==> config.mk <==
export PLATFORM = sky130hd
export DESIGN_NAME = neuron_loader
export DESIGN_NICKNAME = d
export VERILOG_FILES = /design/src/rtl/neuron_loader.sv
export SDC_FILE = /design/constraint.sdc
export NUM_CORES = 1
export LEC_CHECK = 0
export CORE_MARGIN = 5
export CORE_UTILIZATION = 45
export CTS_CLUSTER_DIAMETER = 150
export CTS_CLUSTER_SIZE = 12
export DETAILED_ROUTE_END_ITERATION = 12
export PLACE_DENSITY = 0.85
export SLEW_MARGIN = 10
export SYNTH_ARGS = -nofsm -noshare
export SYNTH_HDL_FRONTEND = slang
export SYNTH_SLANG_ARGS = --single-unit
==> constraint.sdc <==
create_clock -name clk -period 3.17 [get_ports clk]
set_clock_uncertainty 0.2 [all_clocks]
set_input_delay 0.4755 -clock clk [delete_from_list [all_inputs] [get_ports clk]]
set_output_delay 0.4755 -clock clk [all_outputs]
set_load 0.05 [all_outputs]
==> src/rtl/neuron_loader.sv <==
// Byte-stream loader: routes N image bytes, N weight bytes and a 3-byte threshold.
// Optional trailing checksum byte when NEURON_LOADER_CHECKSUM_EN is defined.
module neuron_loader #(
  parameter int unsigned N     = 64,
  parameter int unsigned PTR_W = 6
) (
  input  logic             clk,
  input  logic             rst_n,
  input  logic             chip_sel,
  input  logic             wr_en,
  input  logic [7:0]       bus_data,
  output logic             ready,
  output logic             busy,
  output logic             img_wr_en,
  output logic             wgt_wr_en,
  output logic [PTR_W-1:0] wr_data_ptr,
  output logic [7:0]       wr_data,
  output logic [21:0]      threshold,
  output logic             threshold_ready,
  output logic             load_done,
  output logic             load_err
);

  // Counter also indexes the three threshold bytes, so it needs at least 2 bits.
  localparam int unsigned     CNT_W = (PTR_W > 2) ? PTR_W : 2;
  localparam logic [CNT_W-1:0] LAST = CNT_W'(N - 1);
`ifdef NEURON_LOADER_CHECKSUM_EN
  localparam int unsigned SH_W = 22;
`else
  localparam int unsigned SH_W = 16;
`endif

`ifdef NEURON_LOADER_CHECKSUM_EN
  typedef enum logic [2:0] {IDLE, LOAD_IMG, LOAD_WGT, LOAD_THR, CHECK, DONE} state_t;
`else
  typedef enum logic [2:0] {IDLE, LOAD_IMG, LOAD_WGT, LOAD_THR, DONE} state_t;
`endif

  state_t            r_state, w_next;
  logic [CNT_W-1:0]  r_cnt, w_cnt_nxt;
  logic [SH_W-1:0]   r_shadow, w_shadow_nxt;
  logic [21:0]       w_thr_new;
  logic              w_accept, w_img_we, w_wgt_we, w_commit;

  assign w_accept = chip_sel & wr_en & ready;

`ifdef NEURON_LOADER_CHECKSUM_EN
  logic [7:0] r_sum;
  logic       w_sum_ok, w_err;

  assign w_sum_ok  = (r_sum == bus_data);
  assign w_thr_new = r_shadow;

  always_ff @(posedge clk) begin
    if (!rst_n) begin
      r_sum    <= '0;
      load_err <= 1'b0;
    end else begin
      load_err <= w_err;
      if (w_accept) begin
        case (r_state)
          IDLE:                         r_sum <= bus_data;
          LOAD_IMG, LOAD_WGT, LOAD_THR: r_sum <= r_sum + bus_data;
          default:                      ;
        endcase
      end
    end
  end
`else
  // Top threshold byte arrives on the committing edge, so it is taken straight off the bus.
  assign w_thr_new = {bus_data[5:0], r_shadow[15:0]};
  assign load_err  = 1'b0;
`endif

  always_ff @(posedge clk) begin
    if (!rst_n) r_state <= IDLE;
    else        r_state <= w_next;
  end

  always_comb begin
    w_next = r_state;
    if (w_accept) begin
      case (r_state)
        IDLE:     w_next = (N == 1) ? LOAD_WGT : LOAD_IMG;
        LOAD_IMG: if (r_cnt == LAST) w_next = LOAD_WGT;
        LOAD_WGT: if (r_cnt == LAST) w_next = LOAD_THR;
`ifdef NEURON_LOADER_CHECKSUM_EN
        LOAD_THR: if (r_cnt == CNT_W'(2)) w_next = CHECK;
        CHECK:    w_next = w_sum_ok ? DONE : IDLE;
`else
        LOAD_THR: if (r_cnt == CNT_W'(2)) w_next = DONE;
`endif
        default:  ;
      endcase
    end
    if (r_state == DONE) w_next = IDLE;
  end

  always_comb begin
    ready        = (r_state != DONE);
    busy         = (r_state != IDLE);
    w_img_we     = 1'b0;
    w_wgt_we     = 1'b0;
    w_commit     = 1'b0;
    w_cnt_nxt    = r_cnt;
    w_shadow_nxt = r_shadow;
`ifdef NEURON_LOADER_CHECKSUM_EN
    w_err        = 1'b0;
`endif
    if (w_accept) begin
      case (r_state)
        IDLE, LOAD_IMG: begin
          w_img_we  = 1'b1;
          w_cnt_nxt = (r_cnt == LAST) ? '0 : r_cnt + CNT_W'(1);
        end
        LOAD_WGT: begin
          w_wgt_we  = 1'b1;
          w_cnt_nxt = (r_cnt == LAST) ? '0 : r_cnt + CNT_W'(1);
        end
        LOAD_THR: begin
          if (r_cnt == CNT_W'(0))      w_shadow_nxt[7:0]  = bus_data;
          else if (r_cnt == CNT_W'(1)) w_shadow_nxt[15:8] = bus_data;
`ifdef NEURON_LOADER_CHECKSUM_EN
          else                         w_shadow_nxt[21:16] = bus_data[5:0];
`else
          w_commit = (r_cnt == CNT_W'(2));
`endif
          w_cnt_nxt = (r_cnt == CNT_W'(2)) ? '0 : r_cnt + CNT_W'(1);
        end
`ifdef NEURON_LOADER_CHECKSUM_EN
        CHECK: begin
          w_commit = w_sum_ok;
          w_err    = !w_sum_ok;
        end
`endif
        default: ;
      endcase
    end
  end

  always_ff @(posedge clk) begin
    if (!rst_n) begin
      r_cnt           <= '0;
      r_shadow        <= '0;
      img_wr_en       <= 1'b0;
      wgt_wr_en       <= 1'b0;
      wr_data_ptr     <= '0;
      wr_data         <= '0;
      threshold       <= '0;
      threshold_ready <= 1'b0;
      load_done       <= 1'b0;
    end else begin
      r_cnt           <= w_cnt_nxt;
      r_shadow        <= w_shadow_nxt;
      img_wr_en       <= w_img_we;
      wgt_wr_en       <= w_wgt_we;
      threshold_ready <= w_commit;
      load_done       <= w_commit;
      if (w_img_we || w_wgt_we) begin
        wr_data_ptr <= r_cnt[PTR_W-1:0];
        wr_data     <= bus_data;
      end
      if (w_commit) threshold <= w_thr_new;
    end
  end

endmodule
==> Flow_metrics.wiki <==
{| class="wikitable"
! Metric !! Value
|-
| Outcome || completed
|-
| Vias in the first global route || between 1,500 and 2,000
|-
| Buffers added on ports || 53
|-
| Synth Net Count || ~300
|-
| FF-to-FF path depth || 4
|-
| Reported leakage power || 0.001173 uW
|-
| Worst skew pair latency || roughly 0.34 ns
|-
| Total length of routed wires || 5.492 mm
|-
| Setup fix buffers added after clock tree synthesis || 0
|-
| # DRC || 0
|-
| Diodes inserted || 0
|-
| Total standard cell area after synthesis || between 0.002 and 0.0025 mm^2
|-
| Worst endpoint required time || about 2.5 ns
|-
| Vias after detailed routing || ~2,100
|-
| Placed instance area || 0.002964 mm^2
|-
| Gp weighted congestion || between 0.8 and 0.9
|-
| Clock tree from TritonCTS || built
|-
| Max capacitance violation total || 0
|-
| Floorplan die area || 0.006960 mm^2
|-
| Layout area overhead || 30.58%
|-
| Via-to-Cell Ratio || about 5.2
|-
| Post-cts resize count || 0
|-
| Buffer levels on the longest clock path || 2
|-
| Number of enable flip-flop cells after synthesis || 0
|-
| # clock sinks || 64
|-
| Site Rows || 26
|-
| Final hold viol count || 0
|-
| Minimum period implied by the final worst setup slack || approximately 2.7 ns
|-
| Warnings, synthesis || 0
|-
| Share of the yosys chip area belonging to registers || around 53%
|-
| Number of instances in the synthesized netlist || between 200 and 300
|-
| Effective utilization at floorplan || 46.90%
|-
| Min-Delay Path Depth || 2
|-
| Cell with the most instances after synthesis || dfxtp_1
|-
| Power per standard cell area || about 520 mW/mm^2
|-
| Final critical-path share of the clock period || approximately 85%
|-
| Main area contributors after synthesis || dfxtp_1 53%, nand2_1 9.7%, nand3_1 6.8%
|-
| Width of the die || ~83 um
|-
| Layout Cell Area excl Fill || 0.003168 mm^2
|-
| Layout Nets || around 340
|-
| Worst ir drop on vdd || approximately 0.00027 V
|-
| Startpoint of the worst hold path || threshold[13]
|-
| Top cell type's share of synthesized area || between 50% and 60%
|-
| # H-tree levels || 3
|-
| All-Layer GR Usage || between 10% and 20%
|-
| Distinct cells, synth || 33
|-
| Top Ports || 55
|-
| Area leader, netlist || dfxtp_1
|-
| 1st-iter DRT viols || between 150 and 200
|-
| Maximum clock frequency || about 370 MHz
|-
| Dominant register cell in the synthesized netlist || dfxtp_1
|-
| Largest net degree at the start of global routing || 38
|-
| Post-detailed-route wirelength per cell || 13.63 um
|-
| Total Negative Setup Slacks || 0 ns
|-
| Global-route congestion overflow total || 0
|-
| Clock buffers created by TritonCTS || 9
|-
| Setup repair after global routing missed its margin || no
|-
| Mean instance size in the synthesized netlist || about 8.6 um^2
|-
| Pin slew with the least headroom to its limit || around 0.70 ns
|-
| First-pass GRT wire length || about 9.1 mm
|-
| Largest driver fanout on the critical path || 6
|-
| WHS Endpoint || threshold[13]
|-
| Number of storage elements in the synthesis netlist || 64
|-
| Most instantiated cells after synthesis || 64 x dfxtp_1, 63 x nand2_1, 33 x nand3_1
|-
| Fraction of layout cells with a size suffix above 1 || between 6 and 7%
|-
| Worst flop-to-flop path startpoint || r_cnt[2]
|-
| Slew Viols, Final || 0
|-
| Vertical die dimension || between 80 and 90 um
|-
| Clock root buffer || clkbuf_8
|-
| Antenna-violating nets left || 0
|-
| Slew Limit Headroom || between 50% and 60%
|-
| Antenna violations before repair || 0
|-
| Worst flop-to-flop path endpoint || r_shadow[9]
|-
| First-pass iteration count of the detailed router || 4
|-
| Share of async-settable or async-resettable flops after synthesis || 0%
|-
| Arrival time reported for the critical path endpoint || 2.02 ns
|-
| Clock-pin transition on the worst setup and hold timing paths || roughly 0.070 ns
|-
| Number of buffers added to fix hold violations after cts || 0
|-
| Count of final setup violators || 0
|-
| Kind of end point of the critical path || primary output
|-
| Area of the core region || 0.005172 mm^2
|-
| Startpoint kind of the worst setup timing path || flip-flop
|-
| Critical Setup Path Class || flip-flop to primary output
|-
| Setup slack of the worst register-to-register path || 1.00 ns
|-
| Class of the most critical hold timing path || flip-flop to flip-flop
|-
| Hpwl dp || slightly below 4 mm
|}
[area by class of cell]
type                    count  area [um^2]
clock buffers              10        137.6
clock inverters             6        66.31
fillers                   430         2004
inverters                   4        15.01
multi-input cells         192         1025
flip-flops and latches     64         1281
well taps                  70        87.58
repair buffers             57        555.5
[sequential cells by signal, indices dropped and copies added, names as in the netlist]
register and cells:
img_wr_en 1, load_done 1, r_cnt 6, r_shadow 16, r_state 3, threshold 22
wgt_wr_en 1, wr_data 8, wr_data_ptr 6
[kinds of logic after synthesis]
kind of cell	share of synthesized area (%)
xor+xnor	1.444
mux	4.126
other cells	0.1546
buf+inv	4.951
fa+ha+maj	2.063
simple gates	23.21
flops	52.81
compound gates	11.24
[power breakdown]
| part | internal [uW] | switching [uW] | total (uW) |
|---|---|---|---|
| Clock | 385 | 326 | 712 |
| Combinational | 38.6 | 75.8 | 114 |
| Sequential | 813 | 9.80 | 823 |
| Total | 1240 | 412 | 1650 |
[critical path: stages, from the launching register on]
cell and delay (ns):
dfxtp_1 0.41, inv_1 0.11, or3_1 0.43, clkdlybuf4s50_1 0.73
[through the flow]
step / setup WS [ns] / total power [uW] / util, % / instances / hold slack [ns]
CTS: 0.4758 / 1657 / 61.25 / 403 / 0.2606
global placement: 0.6568 / 951.8 / 57.31 / 387 / 0.2463
detailed placement: 0.5848 / 954.5 / 57.31 / 387 / 0.2491
floorplan: 1.318 / 913.1 / - / 281 / 0.2354
finish: 0.4717 / 1649 / 61.25 / 403 / 0.2573
global route: 0.4141 / 1702 / 61.25 / 403 / 0.2755
[placed cells by master (no fill, tap or decap), types with 2 or more instances in the layout]
master and n:
o21ai_1 6, mux2i_1 10, nand2_1 63, nand3_1 33
xor2_1 3, clkdlybuf4s50_1 52, nor2_1 9, clkinvlp_4 3
a21oi_1 17, dfxtp_1 64, nand4_1 4, and3_1 2
clkbuf_8 10, and3b_1 2, inv_1 3, o21ai_0 25
buf_4 4, or3_1 2, ha_1 4
[per-layer routing]
metal	global-route usage (%)	part of all wire (%)	vias to the layer above
met5	0	0	-
met2	27.11	50	54
li1	-	-	1049
met1	18.95	43	963
met3	5.050	6.1	10
met4	7.310	1.6	0
[worst max path at each step]
stage / from / end / slack (ns) / depth (start not counted)
detailed placement: chip_sel / wr_data_ptr[4] / 0.58 / 5
finish: r_state[2] / ready / 0.47 / 3
floorplan: r_state[2] / r_shadow[12] / 1.32 / 5
global route: r_state[2] / ready / 0.41 / 3
global placement: chip_sel / wr_data[3] / 0.66 / 5
CTS: r_state[2] / ready / 0.48 / 3
Note: power is estimated with default switching activity, not from simulation.
